<file path="config.mk">
export PLATFORM = sky130hd
export DESIGN_NAME = uart_tx
export DESIGN_NICKNAME = d
export VERILOG_FILES = /design/src/rtl/uart_pkg.sv /design/src/rtl/uart_tx_fifo.sv /design/src/rtl/uart_tx.sv
export SDC_FILE = /design/constraint.sdc
export NUM_CORES = 1
export LEC_CHECK = 0
export ABC_AREA = 1
export BUFFER_PORTS_ARGS = -buffer_cell sky130_fd_sc_hd__buf_2
export CAP_MARGIN = 20
export CELL_PAD_IN_SITES_DETAIL_PLACEMENT = 1
export CELL_PAD_IN_SITES_GLOBAL_PLACEMENT = 1
export CORE_ASPECT_RATIO = 0.6
export CORE_MARGIN = 1
export CORE_UTILIZATION = 40
export DETAILED_ROUTE_END_ITERATION = 8
export GPL_TIMING_DRIVEN = 0
export PLACE_DENSITY_LB_ADDON = 0.15
export SETUP_SLACK_MARGIN = 0.1
export SYNTH_ARGS = -nofsm -noshare
export SYNTH_HDL_FRONTEND = slang
export SYNTH_HIERARCHICAL = 1
export SYNTH_SLANG_ARGS = --single-unit
</file>
<file path="constraint.sdc">
create_clock -name clk_25mhz -period 2.6 [get_ports clk_25mhz]
set_input_delay 0.52 -clock clk_25mhz [delete_from_list [all_inputs] [get_ports clk_25mhz]]
set_output_delay 0.52 -clock clk_25mhz [all_outputs]
set_load 0.02 [all_outputs]
</file>
<file path="src/rtl/uart_pkg.sv">
// Shared UART definitions: FSM encoding, frame constants and baud divider.
// Used by both the transmit and receive paths.
package uart_pkg;

   typedef enum logic [1:0] {
      ST_IDLE,
      ST_START,
      ST_DATA,
      ST_STOP
   } uart_state_e;

   localparam int DATA_BITS = 8;
   localparam int STOP_BITS = 1;

   function automatic int calc_div(input int clk_hz, input int baud);
      return clk_hz / baud;
   endfunction

endpackage

</file>
<file path="src/rtl/uart_tx_fifo.sv">
// Synchronous byte FIFO with level and full/empty flags.
// Pointers carry one extra MSB so full and empty are distinguishable.
module uart_tx_fifo #(
   parameter int DEPTH = 8,
   parameter int WIDTH = 8
) (
   input  logic                     clk_i,
   input  logic                     rst_ni,
   input  logic                     push_i,
   input  logic [WIDTH-1:0]         wdata_i,
   input  logic                     pop_i,
   output logic [WIDTH-1:0]         rdata_o,
   output logic [$clog2(DEPTH):0]   level_o,
   output logic                     full_o,
   output logic                     empty_o
);

   localparam int AW = $clog2(DEPTH);

   logic [AW:0]      wptr_q, wptr_d;
   logic [AW:0]      rptr_q, rptr_d;
   logic [WIDTH-1:0] mem_q [DEPTH];
   logic             push_en, pop_en;

   assign level_o = wptr_q - rptr_q;
   assign full_o  = (level_o == (AW+1)'(DEPTH));
   assign empty_o = (level_o == '0);
   assign rdata_o = mem_q[rptr_q[AW-1:0]];

   assign push_en = push_i && !full_o;
   assign pop_en  = pop_i && !empty_o;

   always_comb begin
      wptr_d = wptr_q;
      rptr_d = rptr_q;
      if (push_en) wptr_d = wptr_q + 1'b1;
      if (pop_en)  rptr_d = rptr_q + 1'b1;
   end

   always_ff @(posedge clk_i or negedge rst_ni) begin
      if (!rst_ni) begin
         wptr_q <= '0;
         rptr_q <= '0;
      end else begin
         wptr_q <= wptr_d;
         rptr_q <= rptr_d;
      end
   end

   always_ff @(posedge clk_i) begin
      if (push_en) mem_q[wptr_q[AW-1:0]] <= wdata_i;
   end

endmodule

</file>
<file path="src/rtl/uart_tx.sv">
// 8N1 UART transmitter with input FIFO for the FTDI host link.
// Back-to-back frames start on the same edge that ends the stop bit.
module uart_tx
   import uart_pkg::*;
#(
   parameter int CLK_HZ     = 25000000,
   parameter int BAUD       = 115200,
   parameter int FIFO_DEPTH = 8
) (
   input  logic                        clk_25mhz,
   input  logic                        rst_n,
   input  logic [7:0]                  tx_data,
   input  logic                        tx_valid,
   output logic                        tx_ready,
   output logic                        ftdi_rxd,
   output logic                        busy,
   output logic [$clog2(FIFO_DEPTH):0] fifo_level
);

   localparam int DIV  = calc_div(CLK_HZ, BAUD);
   localparam int BW   = (DIV < 2) ? 1 : $clog2(DIV);
   localparam int BITW = $clog2(DATA_BITS);

   if (DIV < 2) begin : g_div_chk
      $error("uart_tx: CLK_HZ/BAUD must be at least 2");
   end
   if (FIFO_DEPTH < 2 || (FIFO_DEPTH & (FIFO_DEPTH - 1)) != 0) begin : g_fifo_chk
      $error("uart_tx: FIFO_DEPTH must be a power of two >= 2");
   end

   uart_state_e     state_q, state_d;
   logic [BW-1:0]   baud_q, baud_d;
   logic [BITW-1:0] bit_q, bit_d;
   logic [7:0]      shift_q, shift_d;
   logic            line_q, line_d;
   logic            pop;
   logic            tick;
   logic            fifo_full, fifo_empty;
   logic [7:0]      fifo_rdata;

   uart_tx_fifo #(
      .DEPTH (FIFO_DEPTH),
      .WIDTH (8)
   ) u_fifo (
      .clk_i   (clk_25mhz),
      .rst_ni  (rst_n),
      .push_i  (tx_valid),
      .wdata_i (tx_data),
      .pop_i   (pop),
      .rdata_o (fifo_rdata),
      .level_o (fifo_level),
      .full_o  (fifo_full),
      .empty_o (fifo_empty)
   );

   assign tx_ready = !fifo_full;
   assign ftdi_rxd = line_q;
   assign busy     = (state_q != ST_IDLE) || !fifo_empty;
   assign tick     = (baud_q == BW'(DIV - 1));

   always_comb begin
      state_d = state_q;
      baud_d  = baud_q;
      bit_d   = bit_q;
      shift_d = shift_q;
      line_d  = line_q;
      pop     = 1'b0;
      unique case (state_q)
         ST_IDLE: begin
            if (!fifo_empty) begin
               pop     = 1'b1;
               shift_d = fifo_rdata;
               line_d  = 1'b0;
               baud_d  = '0;
               state_d = ST_START;
            end
         end
         ST_START: begin
            if (tick) begin
               baud_d  = '0;
               bit_d   = '0;
               line_d  = shift_q[0];
               state_d = ST_DATA;
            end else begin
               baud_d = baud_q + 1'b1;
            end
         end
         ST_DATA: begin
            if (tick) begin
               baud_d = '0;
               if (bit_q == BITW'(DATA_BITS - 1)) begin
                  line_d  = 1'b1;
                  state_d = ST_STOP;
               end else begin
                  shift_d = shift_q >> 1;
                  line_d  = shift_q[1];
                  bit_d   = bit_q + 1'b1;
               end
            end else begin
               baud_d = baud_q + 1'b1;
            end
         end
         ST_STOP: begin
            if (tick) begin
               baud_d = '0;
               // chain the next start bit directly, no idle gap
               if (!fifo_empty) begin
                  pop     = 1'b1;
                  shift_d = fifo_rdata;
                  line_d  = 1'b0;
                  state_d = ST_START;
               end else begin
                  state_d = ST_IDLE;
               end
            end else begin
               baud_d = baud_q + 1'b1;
            end
         end
         default: state_d = ST_IDLE;
      endcase
   end

   always_ff @(posedge clk_25mhz or negedge rst_n) begin
      if (!rst_n) begin
         state_q <= ST_IDLE;
         baud_q  <= '0;
         bit_q   <= '0;
         shift_q <= '0;
         line_q  <= 1'b1;
      end else begin
         state_q <= state_d;
         baud_q  <= baud_d;
         bit_q   <= bit_d;
         shift_q <= shift_d;
         line_q  <= line_d;
      end
   end

endmodule

</file>
# After elaboration in Yosys (flattened, before gate mapping)

Memory sizes are Yosys's and may differ from the RTL's.
Index checks and enable logic that the tools add are counted.

Register bits after elaboration: 30
Bits in writable memories: 64
Bits of input ports: 11
Output and inout port bits: 7
Word-level logic and storage cells: 70
Memories kept: 1

Add/subtract/negate cells: 5
Eq/ne operators: 12
Muxes and demuxes: 30
Reductions and logical operators: 15

Memories:

| memory       | words | width | read ports | clocked after Yosys merged registers in | wr ports | RTL line           | RTL |
|---|---|---|---|---|---|---|---|
| u_fifo.mem_q | 8     | 8     | 1          | 0                                       | 1        | uart_tx_fifo.sv:22 | `logic [WIDTH-1:0] mem_q [DEPTH];` |

Operators with widths:

| kind                                         | count |
|---|---|
| two-way mux 8 bit                            | 6 |
| case mux 8 bit (3 select lines)              | 1 |
| case mux 8 bit (2 select lines)              | 1 |
| inequality test 2 bit, second input constant | 6 |
| two-way mux 1 bit                            | 10 |
| two-way mux 2 bit                            | 5 |
| two-way mux 3 bit                            | 3 |
| adder 4 x 1 -> 4 bit, second input constant  | 2 |
| adder 8 x 1 -> 8 bit, second input constant  | 1 |
| == test 8 bit, second input constant         | 1 |
| case mux 2 bit (4 select lines)              | 1 |
| AND reduction 4 bit                          | 2 |
| case mux 3 bit (2 select lines)              | 1 |
| AND reduction 5 bit                          | 1 |
| == test 2 bit, second input constant         | 2 |
| == test 4 bit, second input constant         | 1 |
| zero test 4 bit                              | 1 |
| case mux 1 bit (4 select lines)              | 1 |
| nonzero test 2 bit                           | 2 |
| subtractor 4 bit                             | 1 |
| adder 3 x 1 -> 3 bit, second input constant  | 1 |
| == test 3 bit, second input constant         | 1 |
| AND reduction 3 bit                          | 1 |
| nonzero test 3 bit                           | 1 |
| 7 further kinds                              | 9 |

# Depth between registers and ports, before layout

Gate-level depths: netlist of run 1.

Word-level depth: 6
Gate-level depth with buffers: 16
Gate-level depth less buffers: 16

# Modules after synthesis

The synthesis of run 1 kept the hierarchy.

Modules (own cells, without submodules):

| module       | times used | cells each | area an instance (µm²) | seq. area each (µm²) |
|---|---|---|---|---|
| uart_tx_fifo | 1          | 277        | 3,133.0                | 2,122.0 |
| uart_tx      | 1          | 178        | 1,383.8                | 551.8 |

# Worst setup path before layout of run 1

No wires, ideal clock.

Kind: flip-flop to output port
Start: register u_fifo.rptr_q[1]
End: output port busy
Arrival: 2.277 ns
Data required time: 2.080 ns
Slack: -0.197 ns
Cell stages (with the launch flop): 10
Buffers on the path: 2
Cell sequence: dfrtp_1 buf_2 inv_1 buf_2 fa_1 or2_1 nor2_4 nand3_2 inv_1 nand2_1

Cells in the longest elaborated chain, start to end: 4

Ends and longest elaborated chain:

| element                | RTL line           | RTL |
|---|---|---|
| start, declared        | uart_tx_fifo.sv:21 | `logic [AW:0] rptr_q, rptr_d;` |
| start signal, assigned | uart_tx_fifo.sv:46 | `rptr_q <= rptr_d;` |
| subtractor 4 bit       | uart_tx_fifo.sv:25 | `assign level_o = wptr_q - rptr_q;` |
| net fifo_level[1]      | uart_tx.sv:17      | `output logic [$clog2(FIFO_DEPTH):0] fifo_level` |
| zero test 4 bit        | uart_tx_fifo.sv:27 | `assign empty_o = (level_o == '0);` |
| net fifo_empty         | uart_tx.sv:38      | `logic fifo_full, fifo_empty;` |
| zero test 1 bit        | uart_tx.sv:58      | `assign busy = (state_q != ST_IDLE) \|\| !fifo_empty;` |
| logical OR 1 bit       | uart_tx.sv:58      |  |
| end, declared          | uart_tx.sv:16      | `output logic busy,` |

The timed path passes the listed nets, and every way through them passes these cells.

# Final worst setup path of run 1

Start: register u_fifo.rptr_q[1]
End: output port tx_ready

Cells in the longest elaborated chain, start to end: 3

Ends and longest elaborated chain:

| element          | RTL line           | RTL |
|---|---|---|
| subtractor 4 bit | uart_tx_fifo.sv:25 |  |
| == test 4 bit    | uart_tx_fifo.sv:26 | `assign full_o = (level_o == (AW+1)'(DEPTH));` |
| net fifo_full    | uart_tx.sv:38      |  |
| zero test 1 bit  | uart_tx.sv:56      | `assign tx_ready = !fifo_full;` |
| end, declared    | uart_tx.sv:14      | `output logic tx_ready,` |

The timed path passes the listed nets, and every way through them passes these cells.

==> reports/metrics.csv, run 1 <==
stage;metric;value;unit
layout;layout.cells.non_filler;652;
outcome;violations;negative setup slack;
global_routing;grt_max_degree;31;
synth;ys_ff_latch;94;
global_routing;antenna_found_initial;0;
timing;max_freq;353.6;MHz
detailed_routing;ant_nets;0;
critical_path;crit_fanout;3;
global_routing;grt_usage;0.2272;
detailed_routing;via_count;3414;
outcome;status;finished, violations left;
floorplanning;die_w;139.2;um
layout;num-nets-final;536;
critical_path;worstSetupEndpointType;primary output;
layout;area_growth;21.69;%
worst_hold_path;min_path_type;input pin to async pin;
floorplanning;boundaryPins;18;
critical_path;slowest_delay;0.44;ns
synth;synth_seq_area_share;0.5920;
timing;final-setup-viol-count;10;
timing;rsz0062_at_grt;yes;
critical_path;r2r_start;u_fifo/rptr_q[1]$_DFFE_PN0P_;
timing;slew_headroom;0.4758;
critical_path;required;2.08;ns
floorplanning;core;10780;um^2
critical_path;slowest_stage;fa_2;
clock_tree;cts_tree;done;
synth;yosys-top-cells-count;121 x nand2_1, 64 x edfxtp_1, 49 x nor2_1;
timing;hold_viol;0;
placed_design;place_inst;611;
placed_design;postPlaceCellArea;4798;um^2
clock_tree;clk_pin_slew;0.07;ns
layout;utilization;0.5100;
power_and_ir_drop;p_leak;2.297;nW
synth;ys.flop_type;edfxtp_1;
floorplanning;initial_core_util;0.4191;
clock_tree;root_buffer;clkbuf_16;
synth;synth_top_area_cell;edfxtp_1;
timing;slew_viol_final;0;
timing;worst_slack;-0.2283;ns
clock_tree;htree_levels;3;
power_and_ir_drop;ir_drop;0.0009407;V
critical_path;criticalPathCategory;flip-flop to primary output;
critical_path;critPathArrivalTime;2.31;ns
placed_design;gp_congestion;0.7810;
timing;tns;-0.7921;ns
floorplanning;die_h;84.31;um
detailed_routing;routed_wl;12340;um
global_routing;grt_pass1_vias;3485;
clock_tree;insertion_delay;0.35;ns
clock_tree;cts-buffers-inserted;9;
layout;antenna_cells;0;
flow_run;max-cap-violations;0;
global_routing;gr-total-overflow;0;
clock_tree;clock_path_buffers;2;
synth;synth.area.top_cells;edfxtp_1 43%, dfrtp_1 16%, nand2_1 10%;
floorplanning;rows;29;
global_routing;grt_pass1_wl;19600;um
timing;fin_hold_ws;0.2531;ns
detailed_routing;drtPass1Iterations;4;
timing;clock_skew;0.01233;ns
detailed_routing;drc_errors;0;
placed_design;hpwl;7964;um
timing;min_period;2.828;ns
timing;worst_pin_slew;0.7863;ns
synth;syn_inst;455;
synth;synth_top_area_frac;0.4255;
timing;min_period_over_period;1.088;
critical_path;reg2regPathDepth;13;
detailed_routing;vias_per_cell;5.236;
synth;synth-edff-count;64;
synth;yosysWarnings;6;
power_and_ir_drop;powerDensity;1301;nW/um^2
placed_design;dp_slack;-0.8001;ns
layout;layout-drive-gt1-share;0.2222;
layout;final_area;5497;um^2
placed_design;portBuffers;17;
detailed_routing;route.detailed.wl_per_inst;18.93;um
synth;avgSynthCellArea;9.927;um^2
synth;synth_most_common_cell;nand2_1;
synth;syn_area;4517;um^2
critical_path;r2r_slack;-0.06;ns
synth;synth_cell_types;33;
critical_path;crit_top_cell;buf_6;
critical_path;rr_endpoint;u_fifo/mem_q[7][7]$_DFFE_PP_;
critical_path;cp-start-kind;flip-flop;
detailed_routing;drtIter0Drc;246;
critical_path;crit_path_cell_trace;buf_6, inv_8, buf_8, fa_2, or2_4, nor2_4, buf_6, nand3_4, inv_2, inv_2, buf_6;
clock_tree;cts.sinks;94;
synth;synthArstFlopShare;0.3191;
floorplanning;die_area;11730;um^2
synth;syn_nets;483;
power_and_ir_drop;power.total;7.154;mW
## area by class of cell
class,count,area (um^2)
Clock inverter,7,66.31
Buffer,14,87.58
Inverter,34,146.4
Clock buffer,9,225.2
Multi-Input combinational cell,313,1749
Fill cell,1201,5280
Sequential cell,94,2675
Timing Repair Buffer,42,372.9
Tap cell,139,173.9
## timing repair
| item | CTS | global route |
|---|---|---|
| pin swaps | 8 | 9 |
| setup endpoints to repair | 92 | 84 |
| buffers inserted | 21 | 7 |
| hold buffers | 0 | 0 |
| gates resized for setup | 50 | 2 |
## worst max path at each step
stage / cells past startpoint / end / startpoint
after detailed placement: 8 / u_fifo/mem_q[4][0]$_DFFE_PP_ / u_fifo/rptr_q[2]$_DFFE_PN0P_
after floorplan: 9 / u_fifo/mem_q[4][0]$_DFFE_PP_ / u_fifo/wptr_q[0]$_DFFE_PN0P_
after global placement: 8 / u_fifo/mem_q[4][0]$_DFFE_PP_ / u_fifo/rptr_q[2]$_DFFE_PN0P_
after global routing: 11 / tx_ready / u_fifo/rptr_q[1]$_DFFE_PN0P_
final: 11 / tx_ready / u_fifo/rptr_q[1]$_DFFE_PN0P_
after CTS: 11 / tx_ready / u_fifo/rptr_q[1]$_DFFE_PN0P_
## power breakdown
| group | switching, mW | leakage, nW | internal [mW] |
|---|---|---|---|
| sequential | 0.182 | 0.966 | 1.94 |
| combinational | 2.35 | 1.19 | 1.39 |
| clock | 0.616 | 0.144 | 0.672 |
| total | 3.14 | 2.30 | 4.01 |
## critical path, delay by kind of cell (launching register included)
kind / cells / cell delay [ns]
buffers and inverters: 7 / 0.62
and+or+nand+nor: 3 / 0.47
DFF: 1 / 0.40
adders and majority gates: 1 / 0.44
## registers in the layout (all words and copies together), names as in the netlist
signal,cells
u_fifo/rptr_q,4
baud_q,8
u_fifo/mem_q,64
u_fifo/wptr_q,4
ftdi_rxd,1
shift_q,8
state_q,2
bit_q,3
## logic make-up (layout without fill, tap and decap cells)
kind of cell | after synthesis | count (layout) | synth area share
and+or+nand+nor | 218 | 218 | 0.2114
adders and majority gates | 17 | 17 | 0.04875
DFF | 94 | 94 | 0.5920
xor gates and xnor gates | 7 | 7 | 0.01357
buffers and inverters | 48 | 106 | 0.04266
AOI/OAI and AO/OA | 71 | 71 | 0.09169
## layout by cell type (no fill, tap or decap), types with 4 or more instances in the layout
cell       count
nand2_1      118
edfxtp_1      64
nor2_1        41
o21ai_0       41
nand3_1       29
dfrtp_1       28
inv_1         23
buf_2         21
o22ai_1       18
ha_1          15
buf_4         15
buf_6         10
nor2_4         9
clkbuf_16      9
inv_2          7
xor2_1         6
nand2_2        5
clkinv_4       5
buf_12         5
nand2_4        4
o21ai_1        4
nand3_4        4
clkbuf_1       4
## metal layers
layer / part of all wire / vias to the layer above / GRT usage / wire, um
li1: - / 1644 / - / -
met1: 0.51 / 1682 / 0.3411 / 6305
met2: 0.44 / 81 / 0.3278 / 5385
met3: 0.046 / 7 / 0.04621 / 563
met4: 0.0072 / 0 / 0.07172 / 89
met5: 0 / - / 0 / 0
Power figures use the tool's default switching activity.
==> run 2, diff against run 1 <==
Settings changed: RECOVER_POWER from default to 100.
==> run 2 against run 1 <==
The flow finishes with violations (max-capacitance violations, max-slew violations, negative setup slack). Register-to-register slack hardly changed. Via count about the same. Non-clock buffer count unchanged. Clock-buffer cell count did not move. Die area unchanged. First-iteration DRC count down 2.0%. Clock skew hardly changed. Clock power barely moved. Sequential cell count unchanged. Critical endpoint unchanged. Highest routed layer unchanged.
==> reports/metrics.csv, run 2 (synthesis results as in run 1) <==
stage;metric;value;unit;change
layout;area_growth;21.36;%;was 21.69%
worst_hold_path;holdPathStages;2;;
timing;clock_skew;0.01265;ns;was 0.01233 ns
worst_hold_path;hp-start;ftdi_rxd$_DFFE_PN1P_;;
detailed_routing;drtIter0Drc;241;;was 246
layout;final_cell_mix;118 x nand2_1, 64 x edfxtp_1, 41 x nor2_1, 41 x o21ai_0, 29 x nand3_1;;unchanged
layout;layout-drive-gt1-share;0.1988;;was 0.2222
power_and_ir_drop;powerDensity;1303;nW/um^2;was 1301 nW/um^2
timing;min_period;2.828;ns;about the same
detailed_routing;routed_wl;12340;um;unchanged
critical_path;rr_endpoint;u_fifo/mem_q[7][7]$_DFFE_PP_;;unchanged
clock_tree;insertion_delay;0.35;ns;about the same
critical_path;crit_top_cell;buf_6;;unchanged
power_and_ir_drop;p_leak;2.261;nW;was 2.297 nW
detailed_routing;ant_nets;0;;unchanged
layout;largest_reg_flops;64;;unchanged
critical_path;worstSetupEndpointType;primary output;;unchanged
critical_path;r2r_start;u_fifo/rptr_q[1]$_DFFE_PN0P_;;unchanged
critical_path;cp-start-kind;flip-flop;;unchanged
clock_tree;cts_tree;done;;unchanged
placed_design;portBuffers;17;;unchanged
power_and_ir_drop;p_seq_frac;0.298;;was 0.297
clock_tree;htree_levels;3;;unchanged
detailed_routing;drtPass1Iterations;4;;unchanged
global_routing;gr-total-overflow;0;;unchanged
worst_hold_path;hold_end;ftdi_rxd$_DFFE_PN1P_;;
power_and_ir_drop;p_sw_frac;0.4397;;was 0.4395
placed_design;gp_congestion;0.7810;;unchanged
timing;slew_viol_final;31;;was 0
critical_path;slowest_delay;0.44;ns;about the same
placed_design;hpwl;7964;um;unchanged
detailed_routing;vias_per_cell;5.241;;was 5.236
timing;hold_viol;0;;unchanged
floorplanning;boundaryPins;18;;unchanged
timing;max_freq;353.6;MHz;about the same
power_and_ir_drop;clkPwrFrac;0.180;;about the same
global_routing;antenna_found_initial;0;;unchanged
floorplanning;rows;29;;unchanged
clock_tree;clock_path_buffers;2;;unchanged
layout;final_common_cell;nand2_1;;unchanged
critical_path;required;2.08;ns;about the same
critical_path;crit_fanout;3;;unchanged
critical_path;slowest_stage;fa_2;;unchanged
global_routing;grt_pass1_vias;3485;;unchanged
detailed_routing;route.detailed.wl_per_inst;18.93;um;unchanged
global_routing;grt_usage;0.2272;;unchanged
outcome;violations;max-capacitance violations, max-slew violations, negative setup slack;;was negative setup slack
critical_path;critPathLaunch;u_fifo/rptr_q[1]$_DFFE_PN0P_;;unchanged
power_and_ir_drop;p_int;4.001;mW;was 4.010 mW
detailed_routing;via_count;3417;;was 3414
clock_tree;cts-buffers-inserted;9;;unchanged
flow_run;max-cap-violations;1;;was 0
critical_path;crit_path_cell_trace;buf_6, inv_8, buf_8, fa_2, or2_4, nor2_4, buf_6, nand3_4, inv_2, inv_2, buf_6;;unchanged
critical_path;reg2regPathDepth;13;;unchanged
placed_design;place_inst;611;;unchanged
floorplanning;initial_core_util;0.4191;;unchanged
layout;layout.cells.non_filler;652;;unchanged
floorplanning;die_w;139.2;um;unchanged
layout;antenna_cells;0;;unchanged
clock_tree;cts.sinks;94;;unchanged
detailed_routing;drc_errors;0;;unchanged
power_and_ir_drop;switchingPower;3.139;mW;was 3.144 mW
timing;min_period_over_period;1.088;;about the same
floorplanning;die_h;84.31;um;unchanged
timing;final-setup-viol-count;10;;unchanged
critical_path;criticalPathCategory;flip-flop to primary output;;unchanged
global_routing;grt_pass1_wl;19600;um;unchanged
power_and_ir_drop;ir_drop;0.0009194;V;was 0.0009407 V
clock_tree;root_buffer;clkbuf_16;;unchanged
worst_hold_path;min_path_type;flip-flop to flip-flop;;was input pin to async pin
power_and_ir_drop;power.total;7.140;mW;was 7.154 mW
outcome;status;finished, violations left;;unchanged
timing;rsz0062_at_grt;yes;;unchanged
floorplanning;die_area;11730;um^2;unchanged
power_and_ir_drop;comb_power_share;0.522;;was 0.523
timing;worst_slack;-0.2283;ns;about the same
floorplanning;core;10780;um^2;unchanged
timing;slew_headroom;-0.2595;;was 0.4758
timing;tns;-0.7983;ns;was -0.7921 ns
timing;worst_pin_slew;1.889;ns;was 0.7863 ns
global_routing;grt_max_degree;31;;unchanged
critical_path;critPathArrivalTime;2.31;ns;about the same
timing;fin_hold_ws;0.4636;ns;was 0.2531 ns
layout;num-nets-final;536;;unchanged
clock_tree;clk_pin_slew;0.07;ns;about the same
critical_path;r2r_slack;-0.06;ns;about the same
## run 2: worst max path at each step
stage          slack [ns]  cells after the start                            to
5_1_grt             -0.31                     11                      tx_ready
4_1_cts             -0.25                     11                      tx_ready
3_5_place_dp        -0.80                      8  u_fifo/mem_q[4][0]$_DFFE_PP_
6_report            -0.23                     11                      tx_ready
3_3_place_gp        -0.73                      8  u_fifo/mem_q[4][0]$_DFFE_PP_
2_1_floorplan        0.08                      9  u_fifo/mem_q[4][0]$_DFFE_PP_
## run 2: routing by layer
layer / share of wire / wire length (um) / track usage / vias up
met5: 0 / 0 / 0 / -
met4: 0.0072 / 89 / 0.07172 / 0
met3: 0.054 / 663 / 0.04621 / 7
met2: 0.44 / 5430 / 0.3278 / 86
met1: 0.50 / 6161 / 0.3411 / 1678
li1: - / - / - / 1646
## run 2: power groups by stage
stage,sequential (mW),combinational (mW),clock [mW]
floorplan,2.11,2.18,0
global placement,2.15,2.94,0
detailed placement,2.16,3.01,0
CTS,2.12,3.61,1.32
global route,2.16,4.14,1.37
finish,2.13,3.73,1.29
## run 2: what timing repair did
action                     in CTS  in global routing
setup endpoints to repair      92                 84
pin swaps                       8                  9
buffers inserted               21                  7
hold buffers                    0                  0
resized for setup              50                  2
gates cloned                    0                  0
## run 2: final cells by class
cell class | count | area (um^2)
timing repair buffer | 42 | 359.1
multi-input combinational | 313 | 1749
clock buffer | 9 | 225.2
buffer | 14 | 86.33
inverter | 34 | 146.4
tap | 139 | 173.9
sequential | 94 | 2675
clock inverter | 7 | 66.31
fill | 1203 | 5295
## run 2: through the flow
stage,setup WS (ns),cell area [um^2],util
floorplan,0.07784,4539,-
global placement,-0.7279,4798,0.4453
detailed placement,-0.8001,4798,0.4453
CTS,-0.2455,5438,0.5046
global route,-0.3068,5482,0.5087
finish,-0.2283,5482,0.5087
## run 2: critical path, delay by kind of cell, from the launching register on
kind / cells / cell delay, ns
AND/OR/NAND/NOR: 3 / 0.47
buffers and inverters: 7 / 0.62
adder cells (fa/ha/maj): 1 / 0.44
flip-flops: 1 / 0.40
